## src/rtl/freq_div_pkg.sv

```systemverilog
// Shared constants and helpers for the integer clock divider.
`timescale 1ns/100ps
package freq_div_pkg;

    localparam int FREQ_DIV_MIN = 2;
    localparam int DIV_DEFAULT  = 10;

    // Counter width for a modulo-div counter; never narrower than one bit.
    function automatic int cnt_width(input int div);
        if (div <= 2) begin
            return 1;
        end
        return $clog2(div);
    endfunction

endpackage

```

## src/rtl/freq_divider_if.sv

```systemverilog
// Output bundle of the clock divider: divided clock plus counter observability.
`timescale 1ns/100ps
interface freq_divider_if
    import freq_div_pkg::*;
#(
    parameter int CNT_W = cnt_width(DIV_DEFAULT)
);
    logic             clk_out;
    logic [CNT_W-1:0] cnt;
    logic             wrap;
    logic             half;

    modport master (output clk_out, cnt, wrap, half);
    modport slave  (input  clk_out, cnt, wrap, half);
endinterface

```

## src/rtl/freq_div_cnt.sv

```systemverilog
// Modulo-DIV counter with strobes marking the last count (wrap) and the
// count just before the half-period point (half).
`timescale 1ns/100ps
module freq_div_cnt
    import freq_div_pkg::*;
#(
    parameter int DIV   = DIV_DEFAULT,
    parameter int CNT_W = cnt_width(DIV)
) (
    input  logic             clk_in,
    input  logic             reset,
    output logic [CNT_W-1:0] cnt,
    output logic             wrap,
    output logic             half
);

    localparam int               K         = DIV / 2;
    localparam logic [CNT_W-1:0] LAST      = CNT_W'(DIV - 1);
    localparam logic [CNT_W-1:0] HALF_LAST = CNT_W'(K - 1);

    logic [CNT_W-1:0] cnt_q;
    logic [CNT_W-1:0] cnt_d;

    always_comb begin
        wrap  = (cnt_q == LAST);
        half  = (cnt_q == HALF_LAST);
        cnt_d = wrap ? '0 : cnt_q + 1'b1;
    end

    always_ff @(posedge clk_in or posedge reset) begin
        if (reset) begin
            cnt_q <= '0;
        end else begin
            cnt_q <= cnt_d;
        end
    end

    assign cnt = cnt_q;

endmodule

```

## src/rtl/freq_divider.sv

```systemverilog
// Integer clock divider: clk_out period = DIV x clk_in period, forced low by reset.
// Define FREQ_DIV_DUTY50_EN to get 50 % duty for odd DIV via a falling-edge stage.
`timescale 1ns/100ps
module freq_divider
    import freq_div_pkg::*;
#(
    parameter int DIV   = DIV_DEFAULT,
    parameter int CNT_W = cnt_width(DIV)
) (
    input  logic           clk_in,
    input  logic           reset,
    freq_divider_if.master out_if
);

    generate
        if (DIV < FREQ_DIV_MIN) begin : g_div_too_small
            $error("freq_divider: DIV=%0d is below the minimum of %0d", DIV, FREQ_DIV_MIN);
        end
        if (CNT_W != cnt_width(DIV)) begin : g_cnt_w_overridden
            $error("freq_divider: CNT_W=%0d does not match DIV=%0d", CNT_W, DIV);
        end
    endgenerate

    logic [CNT_W-1:0] cnt;
    logic             wrap;
    logic             half;
    logic             pos_q;
    logic             pos_d;
    logic             clk_out;

    freq_div_cnt #(
        .DIV   (DIV),
        .CNT_W (CNT_W)
    ) u_cnt (
        .clk_in (clk_in),
        .reset  (reset),
        .cnt    (cnt),
        .wrap   (wrap),
        .half   (half)
    );

    // For DIV == 2 both strobes alternate, so the phase toggles every edge.
    always_comb begin
        pos_d = pos_q ^ (wrap | half);
    end

    always_ff @(posedge clk_in or posedge reset) begin
        if (reset) begin
            pos_q <= 1'b0;
        end else begin
            pos_q <= pos_d;
        end
    end

`ifdef FREQ_DIV_DUTY50_EN
    generate
        if (DIV % 2 == 1) begin : g_duty50
            logic neg_q;
            logic neg_d;

            always_comb begin
                neg_d = pos_q;
            end

            always_ff @(negedge clk_in or posedge reset) begin
                if (reset) begin
                    neg_q <= 1'b0;
                end else begin
                    neg_q <= neg_d;
                end
            end

            // Rising edge delayed half a cycle, falling edge kept on the posedge.
            assign clk_out = pos_q & neg_q;
        end else begin : g_plain
            assign clk_out = pos_q;
        end
    endgenerate
`else
    assign clk_out = pos_q;
`endif

    assign out_if.clk_out = clk_out;
    assign out_if.cnt     = cnt;
    assign out_if.wrap    = wrap;
    assign out_if.half    = half;

endmodule

```

## src/flat_wrapper.sv

```systemverilog
// flat-port wrapper written by rule: the top's interface ports become plain ports
module freq_divider_flat import freq_div_pkg::*;
#(
    parameter int DIV   = DIV_DEFAULT,
    parameter int CNT_W = cnt_width(DIV)
)
  (clk_in, reset, out_if_clk_out, out_if_cnt, out_if_wrap, out_if_half);
  freq_divider_if #(.CNT_W(CNT_W)) out_if_i ();
  input  logic clk_in;
  input  logic reset;
  output wire logic [$bits(out_if_i.clk_out)-1:0] out_if_clk_out;
  output wire logic [$bits(out_if_i.cnt)-1:0] out_if_cnt;
  output wire logic [$bits(out_if_i.wrap)-1:0] out_if_wrap;
  output wire logic [$bits(out_if_i.half)-1:0] out_if_half;
  assign out_if_clk_out = out_if_i.clk_out;
  assign out_if_cnt = out_if_i.cnt;
  assign out_if_wrap = out_if_i.wrap;
  assign out_if_half = out_if_i.half;
  freq_divider #(.DIV(DIV), .CNT_W(CNT_W)) u_core (.clk_in(clk_in), .reset(reset), .out_if(out_if_i));
endmodule
```

## config.mk

```make
export PLATFORM = sky130hd
export DESIGN_NAME = freq_divider_flat
export DESIGN_NICKNAME = d
export VERILOG_FILES = /design/src/rtl/freq_div_pkg.sv /design/src/rtl/freq_divider_if.sv /design/src/rtl/freq_div_cnt.sv /design/src/rtl/freq_divider.sv /design/src/flat_wrapper.sv
export SDC_FILE = /design/constraint.sdc
export NUM_CORES = 1
export LEC_CHECK = 0
export CAP_MARGIN = 20
export CORE_AREA = 4 4 41 43
export DETAILED_ROUTE_END_ITERATION = 10
export DIE_AREA = 0 0 45 47
export PLACE_DENSITY = 0.36
export SLEW_MARGIN = 30
export SYNTH_ARGS = -nofsm -noshare
export SYNTH_HDL_FRONTEND = slang
export SYNTH_HIERARCHICAL = 1
export SYNTH_SLANG_ARGS = --single-unit
```

## constraint.sdc

```tcl
create_clock -name clk_in -period 1.9 [get_ports clk_in]
set_clock_uncertainty 0.05 [all_clocks]
set_input_delay 0.38 -clock clk_in [delete_from_list [all_inputs] [get_ports clk_in]]
set_output_delay 0.38 -clock clk_in [all_outputs]
set_load 0.03 [all_outputs]
```

==> flow_summary.toml, run 1 <==
[run_status]
status = "complete, no violations"

[power_and_ir_drop]
p_per_area_nw_per_um2 = 653
power.total_uw = 235
p_sw_share_pct = 19.9
pwr-share-clk_pct = 52.5
power.switching_uw = 46.8
vdd_ir_drop_max_mv = 0.154
seqPwrFrac_pct = 45.4
p_comb_share_pct = 2.0
leakage_nw = 0.158
internal_power_uw = 188

[synth]
yosysWarnings = 6
yosys.area.top_type = "dfrtp_1"
yosys-top-cells-area = "dfrtp_1 55%, xnor2_1 7.7%, nand2_1 6.6%, inv_1 4.9%, mux2i_1 4.4%"
syn_inst = 22
synth_top_area_share_pct = 54.9
syn_nets = 24
seq_area_frac_synth_pct = 54.9
ys_types = 11
synth.cell_area_um2 = 228
synth.ff_latch_count = 5
syn_area_per_cell_um2 = 10.4

[die]
start_util_pct = 17.5
die_h_um = 47
rows = 13
ios = 9
dieArea_um2 = 2120
core_um2 = 1300
chipWidth_um = 45

[placement]
port_buffers = 8
gp_congestion = 0.785
placed_area_um2 = 332
place_inst = 45
hpwl_um = 388

[timing]
fin_crit_sh_pct = 96.8
rsz0062_at_grt = "no"
setup_tns_ns = 0
hold_viol_final = 0
slew_headroom_pct = 78.9
timing.final.crit_period_ns = 1.84
setup_viol_count_final = 0
max_slew.worst_pin.slew_ns = 0.316
max_freq_mhz = 544
maxSlewViolCount = 0
whs_ns = 0.260

[routing]
drt_wl_total_um = 525
drtIter0Drc = 5
drc = 0
avgViaCountPerCell = 4.04
dr_total_vias = 198
ant_nets = 0
drt-wirelength-per-cell_um = 10.7
dr.pass1.iters = 4

[final_layout]
antenna_cells = 0
fin_cells = 49
stdcell_area_um2 = 360
nets = 37
area_growth_pct = 58.2
drive_above_1_share_pct = 26.5

[critical_path]
path_class = "register to output pin"
cp_num_buf_inv = 1
timing.critical_path.max_delay_family = "buffers and inverters"
worstPathRequired_ns = 1.47
cp-end-kind = "output pin"
crit_chain = "clkdlybuf4s50_1"
r2r_setup_slack_ns = 0.65
path_max_fanout = 6
critPathLaunchType = "register"
critical-path-max-stage-delay_ns = 0.71
crit_arrival_ns = 1.41
crit_slowest_cell = "clkdlybuf4s50_1"

[clock_tree]
clkLatencyLatePin_ns = 0.24
cts.clk_slew.worst_paths_ns = 0.04
cts_root_buf = "clkbuf_4"
post_cts_buffers = 0
ctsHoldBuffers = 0
cts_buffer_depth = 2
cts_num_sinks = 5
post_cts_resized = 0
cts_max_level = 1
cts_buffers = 3
tritoncts = "built"

[grt]
track_usage_pct = 6.27
grt_max_degree = 9
grt_pass1_vias = 213
grt_overflow = 0
antenna_found_initial = 0
grt_pass1_wl_um = 897

[flow_run]
cap_violations = 0

[hold_path]
hp-class = "input port to async pin"
[cells by family after synthesis]
group,synth area share [%]
compound gates,3.85
xor+xnor,7.69
buf+inv,4.94
flops,54.9
mux,4.40
simple gates,24.2
[path summary, 6_finish.rpt]
kind / startpoint / cells after the start / end
hold / removal: reset / 2 / u_core/out_if.clk_out$_DFF_PP0_
hold reg to reg: u_core/out_if.clk_out$_DFF_PP0_ / 1 / u_core/out_if.clk_out$_DFF_PP0_
setup / recovery: u_core/u_cnt/cnt[1]$_DFF_PP0_ / 1 / out_if_cnt[1]
min in group clk_in: u_core/out_if.clk_out$_DFF_PP0_ / 1 / u_core/out_if.clk_out$_DFF_PP0_
max in group asynchronous: reset / 2 / u_core/u_cnt/cnt[1]$_DFF_PP0_
setup reg to reg: u_core/u_cnt/cnt[1]$_DFF_PP0_ / 4 / u_core/out_if.clk_out$_DFF_PP0_
[cell type report]
cell class | count | area (um^2)
fillers | 150 | 941
flip-flops and latches | 5 | 125
multi-input cells | 14 | 101
repair buffers | 8 | 77.6
clock buffers | 4 | 26.3
well taps | 15 | 18.8
inverters | 3 | 11.3
[power groups by stage]
stage | combinational [mW] | clock [mW] | sequential, mW
floorplan | 0.00190 | 0 | 0.108
global placement | 0.00491 | 0 | 0.108
detailed placement | 0.00499 | 0 | 0.108
CTS | 0.00514 | 0.132 | 0.107
global route | 0.00576 | 0.135 | 0.107
finish | 0.00475 | 0.124 | 0.107
[state kept, by name (all words and copies together) (netlist names)]
| name | count |
|---|---|
| u_core/out_if.clk_out | 1 |
| u_core/u_cnt/cnt | 4 |
[layout by cell type (no fill, tap or decap)]
cell	count
dfrtp_1	5
buf_4	2
nand2_1	4
dlymetal6s2s_1	1
or2b_1	1
clkdlybuf4s50_1	5
nor2_2	1
inv_1	3
clkbuf_1	1
nand3b_1	1
nand2b_2	1
mux2i_1	1
a22o_1	1
clkbuf_4	3
xnor2_1	2
nor3_2	2
[synthesized netlist by cell type]
library cell  number
dfrtp_1            5
nand2_1            4
inv_1              3
nor3_1             2
xnor2_1            2
a22o_1             1
mux2i_1            1
nand2b_2           1
nand3b_1           1
nor2_2             1
or2b_1             1
[metal layers]
layer  vias up  part of all wire, %  global-route usage (%)
met4         0                 0.76                    5.26
met3         2                   13                    3.07
met5         -                    0                       0
met2        13                   43                    9.60
li1         94                    -                       -
met1        89                   43                    6.45
[through the flow]
stage | setup WS (ns) | utilization (%)
after floorplan | 0.204 | -
after global placement | 0.306 | 25.5
after detailed placement | 0.303 | 25.5
after CTS | 0.0274 | 27.5
after global routing | 0.0111 | 27.7
final | 0.0602 | 27.7
No activity file was read; power rests on OpenSTA's default activity.
==> run 2: changes to the inputs <==
- CTS_CLUSTER_SIZE: unset -> 24
==> results of run 2 <==
Same layout as run 1: the final DEF is identical, and so are final timing and power.
==> run 3: changes to the inputs <==
- SLEW_MARGIN: 30 -> 40
==> results of run 3 <==
Same layout as run 1: the final DEF is identical, and so are final timing and power.
